### src/rtl/mips_pkg.sv
// Shared definitions for the multicycle MIPS controller: opcodes, state
// encodings, datapath mux codes and the packed control word.
package mips_pkg;

    localparam int OP_W = 6;

    localparam logic [OP_W-1:0] OP_RTYPE = 6'b000000;
    localparam logic [OP_W-1:0] OP_LW    = 6'b100011;
    localparam logic [OP_W-1:0] OP_SW    = 6'b101011;
    localparam logic [OP_W-1:0] OP_BEQ   = 6'b000100;
    localparam logic [OP_W-1:0] OP_ADDI  = 6'b001000;
    localparam logic [OP_W-1:0] OP_J     = 6'b000010;

    typedef enum logic [3:0] {
        S_FETCH  = 4'd0,
        S_DECODE = 4'd1,
        S_MEMADR = 4'd2,
        S_MEMRD  = 4'd3,
        S_MEMWB  = 4'd4,
        S_MEMWR  = 4'd5,
        S_EXEC   = 4'd6,
        S_ALUWB  = 4'd7,
        S_BRANCH = 4'd8,
        S_ADDIEX = 4'd9,
        S_ADDIWB = 4'd10,
        S_JUMP   = 4'd11
    } state_t;

    localparam logic [1:0] SRCB_B     = 2'b00;
    localparam logic [1:0] SRCB_FOUR  = 2'b01;
    localparam logic [1:0] SRCB_IMM   = 2'b10;
    localparam logic [1:0] SRCB_IMMSH = 2'b11;

    localparam logic [1:0] ALUOP_ADD   = 2'b00;
    localparam logic [1:0] ALUOP_SUB   = 2'b01;
    localparam logic [1:0] ALUOP_FUNCT = 2'b10;

    localparam logic [1:0] PCSRC_ALU    = 2'b00;
    localparam logic [1:0] PCSRC_ALUOUT = 2'b01;
    localparam logic [1:0] PCSRC_JUMP   = 2'b10;

    typedef struct packed {
        logic       pc_write;
        logic       branch;
        logic       ir_en;
        logic       mem_req;
        logic       mem_write;
        logic       iord;
        logic       reg_write;
        logic       reg_dst;
        logic       mem_to_reg;
        logic       alu_src_a;
        logic [1:0] alu_src_b;
        logic [1:0] alu_op;
        logic [1:0] pc_src;
    } ctrl_t;

    function automatic logic op_legal(input logic [OP_W-1:0] op);
        return (op == OP_RTYPE) || (op == OP_LW) || (op == OP_SW) ||
               (op == OP_BEQ) || (op == OP_ADDI) || (op == OP_J);
    endfunction

endpackage

### src/rtl/mips_ctrl_decode.sv
// Combinational decode of the registered FSM state into the datapath control
// word; only FETCH looks at mem_ready, to qualify the PC/IR loads.
module mips_ctrl_decode
    import mips_pkg::*;
(
    input  state_t state,
    input  logic   mem_ready,
    output ctrl_t  ctrl
);

    always_comb begin
        ctrl = '0;
        case (state)
            S_FETCH: begin
                ctrl.mem_req   = 1'b1;
                ctrl.iord      = 1'b0;
                ctrl.ir_en     = mem_ready;
                ctrl.pc_write  = mem_ready;
                ctrl.alu_src_b = SRCB_FOUR;
                ctrl.alu_op    = ALUOP_ADD;
                ctrl.pc_src    = PCSRC_ALU;
            end
            // Branch target is precomputed here so BRANCH can compare and load in one cycle.
            S_DECODE: begin
                ctrl.alu_src_b = SRCB_IMMSH;
            end
            S_MEMADR: begin
                ctrl.alu_src_a = 1'b1;
                ctrl.alu_src_b = SRCB_IMM;
            end
            S_MEMRD: begin
                ctrl.mem_req = 1'b1;
                ctrl.iord    = 1'b1;
            end
            S_MEMWB: begin
                ctrl.reg_write  = 1'b1;
                ctrl.reg_dst    = 1'b0;
                ctrl.mem_to_reg = 1'b1;
            end
            S_MEMWR: begin
                ctrl.mem_req   = 1'b1;
                ctrl.mem_write = 1'b1;
                ctrl.iord      = 1'b1;
            end
            S_EXEC: begin
                ctrl.alu_src_a = 1'b1;
                ctrl.alu_src_b = SRCB_B;
                ctrl.alu_op    = ALUOP_FUNCT;
            end
            S_ALUWB: begin
                ctrl.reg_write  = 1'b1;
                ctrl.reg_dst    = 1'b1;
                ctrl.mem_to_reg = 1'b0;
            end
            S_BRANCH: begin
                ctrl.alu_src_a = 1'b1;
                ctrl.alu_src_b = SRCB_B;
                ctrl.alu_op    = ALUOP_SUB;
                ctrl.pc_src    = PCSRC_ALUOUT;
                ctrl.branch    = 1'b1;
            end
            S_ADDIEX: begin
                ctrl.alu_src_a = 1'b1;
                ctrl.alu_src_b = SRCB_IMM;
                ctrl.alu_op    = ALUOP_ADD;
            end
            S_ADDIWB: begin
                ctrl.reg_write = 1'b1;
                ctrl.reg_dst   = 1'b0;
            end
            S_JUMP: begin
                ctrl.pc_write = 1'b1;
                ctrl.pc_src   = PCSRC_JUMP;
            end
            default: ctrl = '0;
        endcase
    end

endmodule

### src/rtl/mips_multicycle_ctrl.sv
// Moore sequencer for the multicycle MIPS datapath: state register, opcode
// latched in DECODE, next-state logic and reset gating of the write enables.
module mips_multicycle_ctrl
    import mips_pkg::*;
#(
    parameter int OPW     = 6,
    parameter int STATE_W = 4
) (
    input  logic               clk,
    input  logic               reset,
    input  logic [OPW-1:0]     opcode,
    input  logic               zero,
    input  logic               mem_ready,
    output logic               pc_en,
    output logic               ir_en,
    output logic               mem_req,
    output logic               mem_write,
    output logic               iord,
    output logic               reg_write,
    output logic               reg_dst,
    output logic               mem_to_reg,
    output logic               alu_src_a,
    output logic [1:0]         alu_src_b,
    output logic [1:0]         alu_op,
    output logic [1:0]         pc_src,
    output logic               illegal_op,
    output logic [STATE_W-1:0] state_dbg
);

    state_t         state_q;
    state_t         state_d;
    logic [OPW-1:0] op_q;
    ctrl_t          ctrl;
    logic           run;

    always_ff @(posedge clk) begin
        if (reset) begin
            state_q <= S_FETCH;
            op_q    <= '0;
        end else begin
            state_q <= state_d;
            if (state_q == S_DECODE)
                op_q <= opcode;
        end
    end

    always_comb begin
        state_d = S_FETCH;
        case (state_q)
            S_FETCH:  state_d = mem_ready ? S_DECODE : S_FETCH;
            S_DECODE: begin
                case (opcode)
                    OP_LW, OP_SW: state_d = S_MEMADR;
                    OP_RTYPE:     state_d = S_EXEC;
                    OP_BEQ:       state_d = S_BRANCH;
                    OP_ADDI:      state_d = S_ADDIEX;
                    OP_J:         state_d = S_JUMP;
                    default:      state_d = S_FETCH;
                endcase
            end
            // The live opcode may already have moved on; use the copy taken in DECODE.
            S_MEMADR: state_d = (op_q == OP_SW) ? S_MEMWR : S_MEMRD;
            S_MEMRD:  state_d = mem_ready ? S_MEMWB : S_MEMRD;
            S_MEMWB:  state_d = S_FETCH;
            S_MEMWR:  state_d = mem_ready ? S_FETCH : S_MEMWR;
            S_EXEC:   state_d = S_ALUWB;
            S_ALUWB:  state_d = S_FETCH;
            S_BRANCH: state_d = S_FETCH;
            S_ADDIEX: state_d = S_ADDIWB;
            S_ADDIWB: state_d = S_FETCH;
            S_JUMP:   state_d = S_FETCH;
            default:  state_d = S_FETCH;
        endcase
    end

    mips_ctrl_decode u_decode (
        .state     (state_q),
        .mem_ready (mem_ready),
        .ctrl      (ctrl)
    );

    // Reset suppresses every write-side strobe in the same cycle it is seen.
    assign run = ~reset;

    assign pc_en      = run & (ctrl.pc_write | (ctrl.branch & zero));
    assign ir_en      = run & ctrl.ir_en;
    assign mem_req    = run & ctrl.mem_req;
    assign mem_write  = run & ctrl.mem_write;
    assign reg_write  = run & ctrl.reg_write;
    assign iord       = ctrl.iord;
    assign reg_dst    = ctrl.reg_dst;
    assign mem_to_reg = ctrl.mem_to_reg;
    assign alu_src_a  = ctrl.alu_src_a;
    assign alu_src_b  = ctrl.alu_src_b;
    assign alu_op     = ctrl.alu_op;
    assign pc_src     = ctrl.pc_src;
    assign illegal_op = run & (state_q == S_DECODE) & ~op_legal(opcode);
    assign state_dbg  = STATE_W'(state_q);

endmodule

### config.mk
export PLATFORM = sky130hd
export DESIGN_NAME = mips_multicycle_ctrl
export DESIGN_NICKNAME = d
export VERILOG_FILES = /design/src/rtl/mips_pkg.sv /design/src/rtl/mips_ctrl_decode.sv /design/src/rtl/mips_multicycle_ctrl.sv
export SDC_FILE = /design/constraint.sdc
export NUM_CORES = 1
export LEC_CHECK = 0
export ABC_CLOCK_PERIOD_IN_PS = 3400
export CORE_MARGIN = 8
export CORE_UTILIZATION = 46
export DETAILED_ROUTE_END_ITERATION = 10
export GPL_TIMING_DRIVEN = 0
export PLACE_DENSITY_LB_ADDON = 0.1
export SKIP_CTS_REPAIR_TIMING = 1
export SYNTH_ARGS = -nofsm -noshare
export SYNTH_HDL_FRONTEND = slang
export SYNTH_SLANG_ARGS = --single-unit
### constraint.sdc
create_clock -name clk -period 3.4 [get_ports clk]
set_input_delay 0.68 -clock clk [delete_from_list [all_inputs] [get_ports clk]]
set_output_delay 0.68 -clock clk [all_outputs]
set_load 0.005 [all_outputs]
* Word level (Yosys, flattened, before mapping)
Cells that the tools add are included.
Word-level totals: logic and storage cells 61, output and inout bits 20, register bits after elaboration 10, input port bits 10
Cells by class: mux-type cells 18, reduce and logical (&&, ||, !) cells 13, bitwise gates (word level) 11, eq/ne operators 17
Operators with widths (number):
- 4-bit case mux with 7 select lines | 1
- 4-bit case mux with 5 select lines | 1
- 6-bit == test, second input constant | 3
- 4-bit by 3-bit == test with 1-bit output, second input constant | 4
- 4-bit == test, second input constant | 4
- 2-bit case mux with 2 select lines | 3
- 3-bit 2-to-1 mux | 3
- 1-bit AND | 8
- 4-bit by 2-bit == test with 1-bit output, second input constant | 2
- 1-bit 2-to-1 mux | 8
- 2-bit OR reduction | 4
- 6-bit by 2-bit == test with 1-bit output, second input constant | 1
- 6-bit by 3-bit == test with 1-bit output, second input constant | 1
- 6-bit by 4-bit == test with 1-bit output, second input constant | 1
- 6-bit zero test | 1
- 2-bit case mux with 3 select lines | 1
- 1-bit logical OR | 5
- 4-bit by 1-bit == test with 1-bit output, second input constant | 1
- 4-bit zero test | 1
- 4-bit OR reduction | 1
- 3-bit OR reduction | 1
- 1-bit NOT | 2
- 1-bit case mux with 2 select lines | 1
- 1-bit OR | 1

* Longest topological paths before layout
Gate-level depths: netlist of the first run.
depth after elaboration 8, depth in mapped cells 6, depth with buffers taken out 4

* Hierarchy
A second synthesis of the first run with hierarchy kept.
Second synthesis, totals: cells, all modules 121, area total of the unflattened synthesis 853.3 µm²
Modules (own cells, without submodules):
- mips_multicycle_ctrl | sequential area each 200.2 µm², cells an instance 85, instances 1, area each 631.9 µm²
- mips_ctrl_decode | sequential area each 0.0 µm², cells an instance 36, instances 1, area each 221.5 µm²

* Worst setup path after synthesis of the first run
OpenSTA, ideal clock, no wires.
path kind input -> output, from input port opcode[3], to output port illegal_op, path buffers 0, arrival 1.354 ns, data required time 2.720 ns, slack 1.366 ns, stages on the path 3, cell sequence nor4_1 a31oi_1 o311a_1
On the way: cells in the longest elaborated chain, start to end 8, elaborated cells on any way between the ends 13, those cells by class eq/ne (5); bitwise (2); reduce/logical (6)
Ends and longest elaborated chain:
- from (decl) | line mips_multicycle_ctrl.sv:11 | input logic [OPW-1:0] opcode,
- 6-bit == test / 6-bit zero test (equally long branches) | line mips_pkg.sv:59 | return (op == OP_RTYPE) || (op == OP_LW) || (op == OP_SW) ||
- 1-bit logical OR (3 in series) | line mips_pkg.sv:59
- 1-bit logical OR | line mips_pkg.sv:60 | (op == OP_BEQ) || (op == OP_ADDI) || (op == OP_J);
- 1-bit logical OR (*) | line mips_pkg.sv:60
- 1-bit NOT (*) | line mips_multicycle_ctrl.sv:97 | assign illegal_op = run & (state_q == S_DECODE) & ~op_legal(opcode);
- 1-bit AND (*) | line mips_multicycle_ctrl.sv:97
- to (decl) | line mips_multicycle_ctrl.sv:26 | output logic illegal_op,
Mark *: on every way between the ends. The rest lies on a longest branch, timed or not.

* Worst setup path after layout of the first run
from input port opcode[0], to output port illegal_op
The elaborated chain is that of the path after synthesis.

==> impl_metrics.yaml, run 1 <==
synthesis:
  synth_edf_count: 0
  syn_inst: 104
  synth_nets: 114
  yosys.area.top_type_share_pct: 25.32
  yosys.cell_types.count: 34
  yosysTopAreaCell: "dfxtp_1"
  yosys_warnings: 0
  synth_area_um2: 790.8
  avgSynthCellArea_um2: 7.603
  synth_ff_type: "dfxtp_1"
  synthTopCellsByCount: "12 x nor2_1, 12 x nor3_1, 10 x dfxtp_1, 9 x a21oi_1, 8 x mux2i_1"
  yosysSeqAreaShare_pct: 25.32
  synth-async-reset-ratio_pct: 0
  yosys-top-cells-area: "dfxtp_1 25%, mux2i_1 10%, nor3_1 7.6%"
  synth-seq-cells: 10
floorplan:
  die_w_um: 57.46
  design.core.area_mm2: 0.001670
  initial_core_util_pct: 47.34
  die-area_mm2: 0.003302
  die_h_um: 57.46
  ioPinCount: 30
  core.rowCount: 15
route:
  totalWireLength_um: 2253
  wl_per_cell_um: 14.63
  num_vias: 871
  ant_nets: 0
  dr.pass1.iters: 4
  via_per_inst: 5.656
  drtIter0Drc: 10
  remaining_drc_errors: 0
critical_path:
  worstRegToRegCells: 6
  startpoint_type: "input port"
  timing.rr.start: "state_dbg[1]$_SDFF_PP0_"
  required_ns: 2.72
  critPathMaxStageDelay_ns: 0.52
  end_kind: "output port"
  critPathKind: "input port to output port"
  critPathSlowestCell: "clkdlybuf4s50_1"
  reg2reg_slack_ns: 1.92
  cp_common_cell: "clkdlybuf4s50_1"
  arrival_ns: 2.45
  cp_max_fo: 7
  timing.rr.end: "op_q[4]$_SDFFE_PP0P_"
  path_cells: "clkdlybuf4s50_1 -> nor4_1 -> a31oi_1 -> o311a_1 -> clkdlybuf4s50_1"
finish:
  final_util_pct: 68.16
  drive_gt1_share_pct: 9.489
  area_delta_synth_final_pct: 43.99
  fillers: 159
  num_antenna_cells: 0
  multi_input_area_um2: 528.0
  final_cells: 154
  fin_nets: 148
  register_area_um2: 200.2
sta:
  timing.fmax_mhz: 319.3
  finalCritPeriodShare_pct: 92.11
  fin_tns_setup_ns: 0
  rsz0062_at_grt: "false"
  clock_skew_ns: 0.004088
  slew_violations: 0
  worst_pin_slew_ns: 0.4995
  final_hold_viol_count: 0
  slew_headroom_pct: 66.70
  setup_viol: 0
  min_period_ns: 3.132
clock_network:
  clock_path_buffers: 2
  path_clk_slew_ns: 0.06
  cts_tree: "yes"
  insertion_delay_ns: 0.27
  clock-sinks: 10
  cts_root_buffer: "clkbuf_4"
  cts_made_buffers: 3
  htree_levels: 1
global_route:
  grt_overflow: 0
  grt_pass1_wl_um: 3919
  grt_pass1_vias: 861
  grtUsageTotal_pct: 14.31
  antenna_found_initial: 0
  grt_max_degree: 11
worst_hold_path:
  hold_path_depth: 2
  hp-start: "op_q[1]$_SDFFE_PP0P_"
  hold_end: "op_q[1]$_SDFFE_PP0P_"
  hold_path_class: "register to register"
power:
  powerDensity_mw_per_mm2: 267.1
  worst_ir_drop_vdd_mv: 0.2782
  p_leak_nw: 0.4073
place:
  numPortBuffers: 29
  gp_congestion: 0.7822
  dp_hpwl_um: 1770
  dp_cells: 150
job:
  maxCapViolCount: 0
run_status:
  status: "finished clean"
[logic make-up after synthesis]
| kind of cell | after synthesis | share of synthesized area (%) |
|---|---|---|
| AO/OA/AOI/OAI | 26 | 20.89 |
| AND/OR/NAND/NOR | 47 | 33.55 |
| XOR/XNOR | 2 | 2.216 |
| multiplexers | 8 | 10.13 |
| flip-flops | 10 | 25.32 |
| buffers and inverters | 11 | 7.911 |
[worst max-delay path by stage]
stage	from	to	slack (ns)
finish	opcode[0]	illegal_op	0.27
global route	opcode[0]	illegal_op	0.17
global placement	opcode[0]	illegal_op	0.29
floorplan	opcode[3]	illegal_op	1.37
detailed placement	opcode[0]	illegal_op	0.28
CTS	opcode[0]	illegal_op	0.26
[where the power goes]
group | leakage [nW] | switching, mW | internal, mW
Combinational | 0.305 | 0.0347 | 0.0378
Sequential | 0.0815 | 0.00241 | 0.122
Clock | 0.0210 | 0.0422 | 0.0651
Total | 0.407 | 0.0793 | 0.225
[critical path: cells and delay by family]
kind | cells | cell delay, ns
AOI/OAI and AO/OA | 2 | 0.38
buffers and inverters | 2 | 0.97
and+or+nand+nor | 1 | 0.43
[sequential cells by signal, summed over array words and instances (netlist names)]
register	flops
op_q	6
state_dbg	4
[cells in the final DEF (no fill, tap or decap), types with 2 or more instances in the layout]
cell             netlist  routed
a21o_1                 2       2
a21oi_1                9       9
a31oi_1                3       3
buf_2                  5       5
buf_6                  2       2
clkbuf_1               2       2
clkbuf_4               0       3
clkdlybuf4s50_1        0      29
dfxtp_1               10      10
inv_1                  2       2
mux2i_1                8       8
nand2_1                2       2
nand2b_1               6       6
nor2_1                12      12
nor2b_1                3       3
nor3_1                12      12
nor4_1                 3       3
o21ai_0                3       3
o21ai_1                2       2
xor2_1                 2       2
[final cells by class]
type	instances	area share, %
buffer	9	4.835
clock buffer	4	3.187
inverter	2	0.6593
multi-input combinational	83	46.37
sequential	10	17.58
tap	17	1.868
timing repair buffer	29	25.49
[per-stage QoR]
step	setup WS, ns	power [mW]	hold WS, ns	cell area [µm²]
after CTS	0.2611	0.3084	0.5021	1139
final	0.2682	0.3042	0.4969	1139
after floorplan	1.366	0.1641	0.4509	790.8
after detailed placement	0.2763	0.1995	0.4865	1102
after global routing	0.1713	0.3218	0.5313	1139
after global placement	0.2884	0.1981	0.4744	1102
[metal layers]
| layer | global-route usage, % | up-vias | part of all wire [%] |
|---|---|---|---|
| met4 | 4.643 | 0 | 0.98 |
| met2 | 25.24 | 26 | 51 |
| met1 | 16.20 | 395 | 41 |
| met3 | 3.587 | 2 | 6.4 |
| li1 | - | 448 | - |
| met5 | 0 | - | 0 |
No activity file was read; power rests on OpenSTA's default activity.
==> run 2: changes to the inputs <==
--- a/config.mk
+++ b/config.mk
@@ -6,7 +6,6 @@
 export NUM_CORES = 1
 export LEC_CHECK = 0
 export ABC_CLOCK_PERIOD_IN_PS = 3400
-export CORE_MARGIN = 8
 export CORE_UTILIZATION = 46
 export DETAILED_ROUTE_END_ITERATION = 10
 export GPL_TIMING_DRIVEN = 0
==> run 2 against run 1 <==
Against the previous run: fmax increased by 0.86%; cell count decreased by 0.65%; critical path depth unchanged; critical path type unchanged; register-to-register slack about the same; clock-buffer cell count unchanged; largest power group unchanged; utilization increased by 4.8 points; first-iteration DRC count increased to 2.6 times the previous value; die area decreased by 43%; clock power about the same; design area decreased by 0.11%; the run now ends with design-rule violations left; sequential power about the same; clock skew decreased by 0.0018 ns.
==> impl_metrics.yaml, run 2 (synthesis gave the netlist of run 1 again) <==
critical_path:
  cp_top_family: "buffers and inverters"
  path_cells: "clkdlybuf4s50_1 -> nor4_1 -> a31oi_1 -> o311a_1 -> clkdlybuf4s50_1"
  critPathKind: "input port to output port"
  cp_common_cell: "clkdlybuf4s50_1"
  arrival_ns: 2.43
  timing.rr.start: "state_dbg[0]$_SDFF_PP0_"
  reg2reg_slack_ns: 1.92
  timing.critical_path.buf_inv: 2
  startpoint_type: "input port"
  cp.depth: 5
  crit_end: "illegal_op"
  required_ns: 2.72
  crit_path_start: "opcode[3]"
  critPathMaxStageDelay_ns: 0.51
  end_kind: "output port"
  cp_max_fo: 5
  worstRegToRegCells: 6
  critPathSlowestCell: "clkdlybuf4s50_1"
  timing.rr.end: "op_q[1]$_SDFFE_PP0P_"
power:
  p_leak_nw: 0.4073
  powerDensity_mw_per_mm2: 267.6
  worst_ir_drop_vdd_mv: 0.3024
finish:
  top_register: "op_q"
  num_antenna_cells: 0
  fillers: 126
  final_util_pct: 72.95
  fin_nets: 148
  multi_input_area_um2: 528.0
  layout_commonest_cell: "clkdlybuf4s50_1"
  register_area_um2: 200.2
  drive_gt1_share_pct: 9.489
  most-common-layout-cells: "29 x clkdlybuf4s50_1, 12 x nor3_1, 12 x nor2_1"
  area_delta_synth_final_pct: 43.83
  final_cells: 153
  largest_register_ffs: 6
sta:
  worst_pin_slew_ns: 0.4442
  finalCritPeriodShare_pct: 91.33
  setup_viol: 0
  rsz0062_at_grt: "false"
  holdWs_ns: 0.5002
  fin_ws_ns: 0.2948
  timing.fmax_mhz: 322.0
  clock_skew_ns: 0.002287
  slew_headroom_pct: 70.38
  slew_violations: 0
  fin_tns_setup_ns: 0
  final_hold_viol_count: 0
  min_period_ns: 3.105
place:
  dp_hpwl_um: 1475
  pre_cts_slack_ns: 0.3131
  numPortBuffers: 29
  dp_cells: 149
  gp_congestion: 0.8070
clock_network:
  path_clk_slew_ns: 0.07
  cts_made_buffers: 3
  htree_levels: 1
  insertion_delay_ns: 0.26
  clock-sinks: 10
  clock_path_buffers: 2
  cts_root_buffer: "clkbuf_4"
  cts_tree: "yes"
job:
  maxCapViolCount: 0
floorplan:
  ioPinCount: 30
  design.core.area_mm2: 0.001559
  die-area_mm2: 0.001889
  initial_core_util_pct: 50.72
  die_h_um: 43.46
  core.rowCount: 14
  die_w_um: 43.46
global_route:
  grtUsageTotal_pct: 23.52
  grt_overflow: 0
  grt_pass1_wl_um: 3436
  grt_pass1_vias: 751
  grt_max_degree: 11
  antenna_found_initial: 0
route:
  totalWireLength_um: 1947
  wl_per_cell_um: 12.73
  num_vias: 893
  drtIter0Drc: 26
  via_per_inst: 5.837
  remaining_drc_errors: 7
  ant_nets: 0
  dr.pass1.iters: 7
worst_hold_path:
  hp-start: "op_q[0]$_SDFFE_PP0P_"
  hold_path_class: "register to register"
run_status:
  status: "finished, violations left"
  violations: "design-rule violations"
run 2: layout make-up:
cell class	count	share of cell area (%)
timing repair buffer	29	25.52
inverter	2	0.6601
buffer	9	4.840
multi-input combinational	83	46.42
sequential	10	17.60
clock buffer	4	3.190
tap	16	1.760
run 2: worst min-delay path by stage:
stage	endpoint	slack [ns]	depth (start not counted)
finish	op_q[0]$_SDFFE_PP0P_	0.50	2
floorplan	op_q[4]$_SDFFE_PP0P_	0.45	2
CTS	op_q[3]$_SDFFE_PP0P_	0.51	2
global route	op_q[4]$_SDFFE_PP0P_	0.53	2
detailed placement	op_q[3]$_SDFFE_PP0P_	0.48	2
global placement	op_q[3]$_SDFFE_PP0P_	0.47	2
run 2: report_power, final:
group	total, mW	internal [mW]	switching, mW
combinational	0.0717	0.0377	0.0339
sequential	0.124	0.122	0.00245
clock	0.108	0.0650	0.0433
run 2: worst reg2reg max path, stage by stage (launching register included):
cell and delay, ns:
dfxtp_1 0.33, buf_2 0.20, nand2b_4 0.06, buf_6 0.13, nor3_4 0.31, mux2i_1 0.27
nor2_1 0.06
run 2: metal layers:
layer | part of all wire (%) | GRT usage [%] | wire, µm
met4 | 0.92 | 5.000 | 18
met2 | 49 | 39.09 | 949
met3 | 6.9 | 3.750 | 135
met5 | 0 | 0 | 0
met1 | 43 | 32.30 | 844
run 2: stage by stage:
step                      area, µm²  total power [mW]
after global placement         1101            0.1966
after detailed placement       1101            0.1980
after CTS                      1137            0.3038
after floorplan               790.8            0.1641
final                          1137            0.3044
after global routing           1137            0.3200
==> run 3: changes to the inputs <==
--- a/config.mk
+++ b/config.mk
@@ -10,6 +10,7 @@
 export DETAILED_ROUTE_END_ITERATION = 10
 export GPL_TIMING_DRIVEN = 0
 export PLACE_DENSITY_LB_ADDON = 0.1
+export SETUP_SLACK_MARGIN = 0.4
 export SKIP_CTS_REPAIR_TIMING = 1
 export SYNTH_ARGS = -nofsm -noshare
 export SYNTH_HDL_FRONTEND = slang
==> run 3 against run 2 <==
Against the previous run: the flow still finishes with violations (design-rule violations); utilization is 1.8 points higher; fmax is 5.2% higher; wire length is 7.7% higher; register-to-register slack hardly changed; flip-flop and latch count stayed put; non-clock buffer count is 1 higher; via count is 1.1% higher; hold slack hardly changed; die area stayed put; clock power hardly changed; critical endpoint unchanged; highest routed layer unchanged.
==> impl_metrics.yaml, run 3 (synthesis gave the netlist of run 1 again) <==
sta:
  slew_violations: 0
  fin_tns_setup_ns: 0
  final_hold_viol_count: 0
  clock_skew_ns: 0.001468
  timing.fmax_mhz: 338.7
  holdWs_ns: 0.5003
  fin_ws_ns: 0.4473
  slew_headroom_pct: 73.80
  setup_viol: 0
  rsz0062_at_grt: "false"
  finalCritPeriodShare_pct: 86.85
  min_period_ns: 2.953
  worst_pin_slew_ns: 0.3918
route:
  num_vias: 903
  ant_nets: 0
  wl_per_cell_um: 13.61
  totalWireLength_um: 2096
  remaining_drc_errors: 8
  dr.pass1.iters: 8
  drtIter0Drc: 24
  via_per_inst: 5.864
finish:
  drive_gt1_share_pct: 11.59
  fillers: 121
  most-common-layout-cells: "24 x clkdlybuf4s50_1, 12 x nor3_1, 12 x nor2_1"
  area_delta_synth_final_pct: 47.31
  largest_register_ffs: 6
  num_antenna_cells: 0
  fin_nets: 149
  layout_commonest_cell: "clkdlybuf4s50_1"
  top_register: "op_q"
  final_util_pct: 74.72
  final_cells: 154
global_route:
  grt_max_degree: 11
  grtUsageTotal_pct: 23.52
  grt_pass1_vias: 751
  grt_pass1_wl_um: 3436
  antenna_found_initial: 0
  grt_overflow: 0
power:
  powerDensity_mw_per_mm2: 262.1
  switching_share_pct: 26.41
  p_int_mw: 0.2247
  combPwrFrac_pct: 24.0
  worst_ir_drop_vdd_mv: 0.3005
  seq_power_share_pct: 40.8
  p_leak_nw: 0.4607
  p_clk_share_pct: 35.2
  switching_power_mw: 0.08062
critical_path:
  critPathSlowestCell: "clkdlybuf4s50_1"
  critPathKind: "input port to output port"
  end_kind: "output port"
  timing.critical_path.buf_inv: 2
  critPathMaxStageDelay_ns: 0.59
  cp_max_fo: 6
  required_ns: 2.72
  arrival_ns: 2.27
  cp_common_cell: "clkdlybuf4s50_1"
  startpoint_type: "input port"
  cp_top_family: "buffers and inverters"
  path_cells: "clkdlybuf4s50_1 -> o21ai_0 -> o211ai_1 -> o311a_1 -> clkdlybuf4s50_1"
place:
  numPortBuffers: 29
  gp_congestion: 0.8070
  pre_cts_slack_ns: 0.3131
  dp_hpwl_um: 1475
  dp_cells: 149
clock_network:
  cts_root_buffer: "clkbuf_4"
  path_clk_slew_ns: 0.07
  insertion_delay_ns: 0.26
  cts_tree: "yes"
  cts_made_buffers: 3
  clock-sinks: 10
  clock_path_buffers: 2
  htree_levels: 1
floorplan:
  ioPinCount: 30
  initial_core_util_pct: 50.72
  core.rowCount: 14
  design.core.area_mm2: 0.001559
  die-area_mm2: 0.001889
  die_h_um: 43.46
  die_w_um: 43.46
job:
  maxCapViolCount: 0
worst_hold_path:
  hold_path_class: "register to register"
run_status:
  violations: "design-rule violations"
  status: "finished, violations left"
## run 3: cell count changes in the layout (fill, tap and decap cells not counted), sizes merged
cell and delta:
clkdlybuf4s50 -5, dlymetal6s2s +5, buf +1
## run 3: final cells by class
type | instances | area, µm² | area share [%]
well taps | 16 | 20.02 | 1.719
flip-flops and latches | 10 | 200.2 | 17.19
repair buffers | 30 | 310.3 | 26.64
clock buffers | 4 | 36.28 | 3.115
multi-input cells | 83 | 534.3 | 45.86
inverters | 2 | 7.507 | 0.6445
plain buffers | 9 | 56.30 | 4.834
## run 3: tightest hold or removal path, stage by stage (launching register included)
cell,delay (ns)
dfxtp_1,0.32
mux2i_1,0.07
nor2_1,0.07
## run 3: worst paths after layout
check,from,to,slack (ns),depth (start not counted)
worst min-delay path,op_q[3]$_SDFFE_PP0P_,op_q[3]$_SDFFE_PP0P_,0.50,2
worst max-delay path,opcode[2],illegal_op,0.45,5
worst min register to register,op_q[3]$_SDFFE_PP0P_,op_q[3]$_SDFFE_PP0P_,0.50,2
worst max register to register,state_dbg[1]$_SDFF_PP0_,op_q[1]$_SDFFE_PP0P_,1.93,6
## run 3: routing by layer
layer  up-vias  GRT usage (%)  share of wire (%)
met2        42          39.09                 48
met1       410          32.30                 44
li1        447              -                  -
met3         4          3.750                6.4
met5         -              0                  0
met4         0          5.000                1.0
## run 3: power groups by stage
stage | Sequential (mW) | Clock (mW) | Combinational (mW)
CTS | 0.124 | 0.108 | 0.0714
finish | 0.124 | 0.107 | 0.0733
detailed placement | 0.127 | 0 | 0.0710
global route | 0.125 | 0.116 | 0.0802
global placement | 0.127 | 0 | 0.0699
floorplan | 0.127 | 0 | 0.0375
## run 3: per-stage QoR
stage | cell area (µm²) | power (mW)
2_1_floorplan | 790.8 | 0.1641
3_3_place_gp | 1101 | 0.1966
4_1_cts | 1137 | 0.3038
5_1_grt | 1165 | 0.3214
3_5_place_dp | 1101 | 0.1980
6_report | 1165 | 0.3053
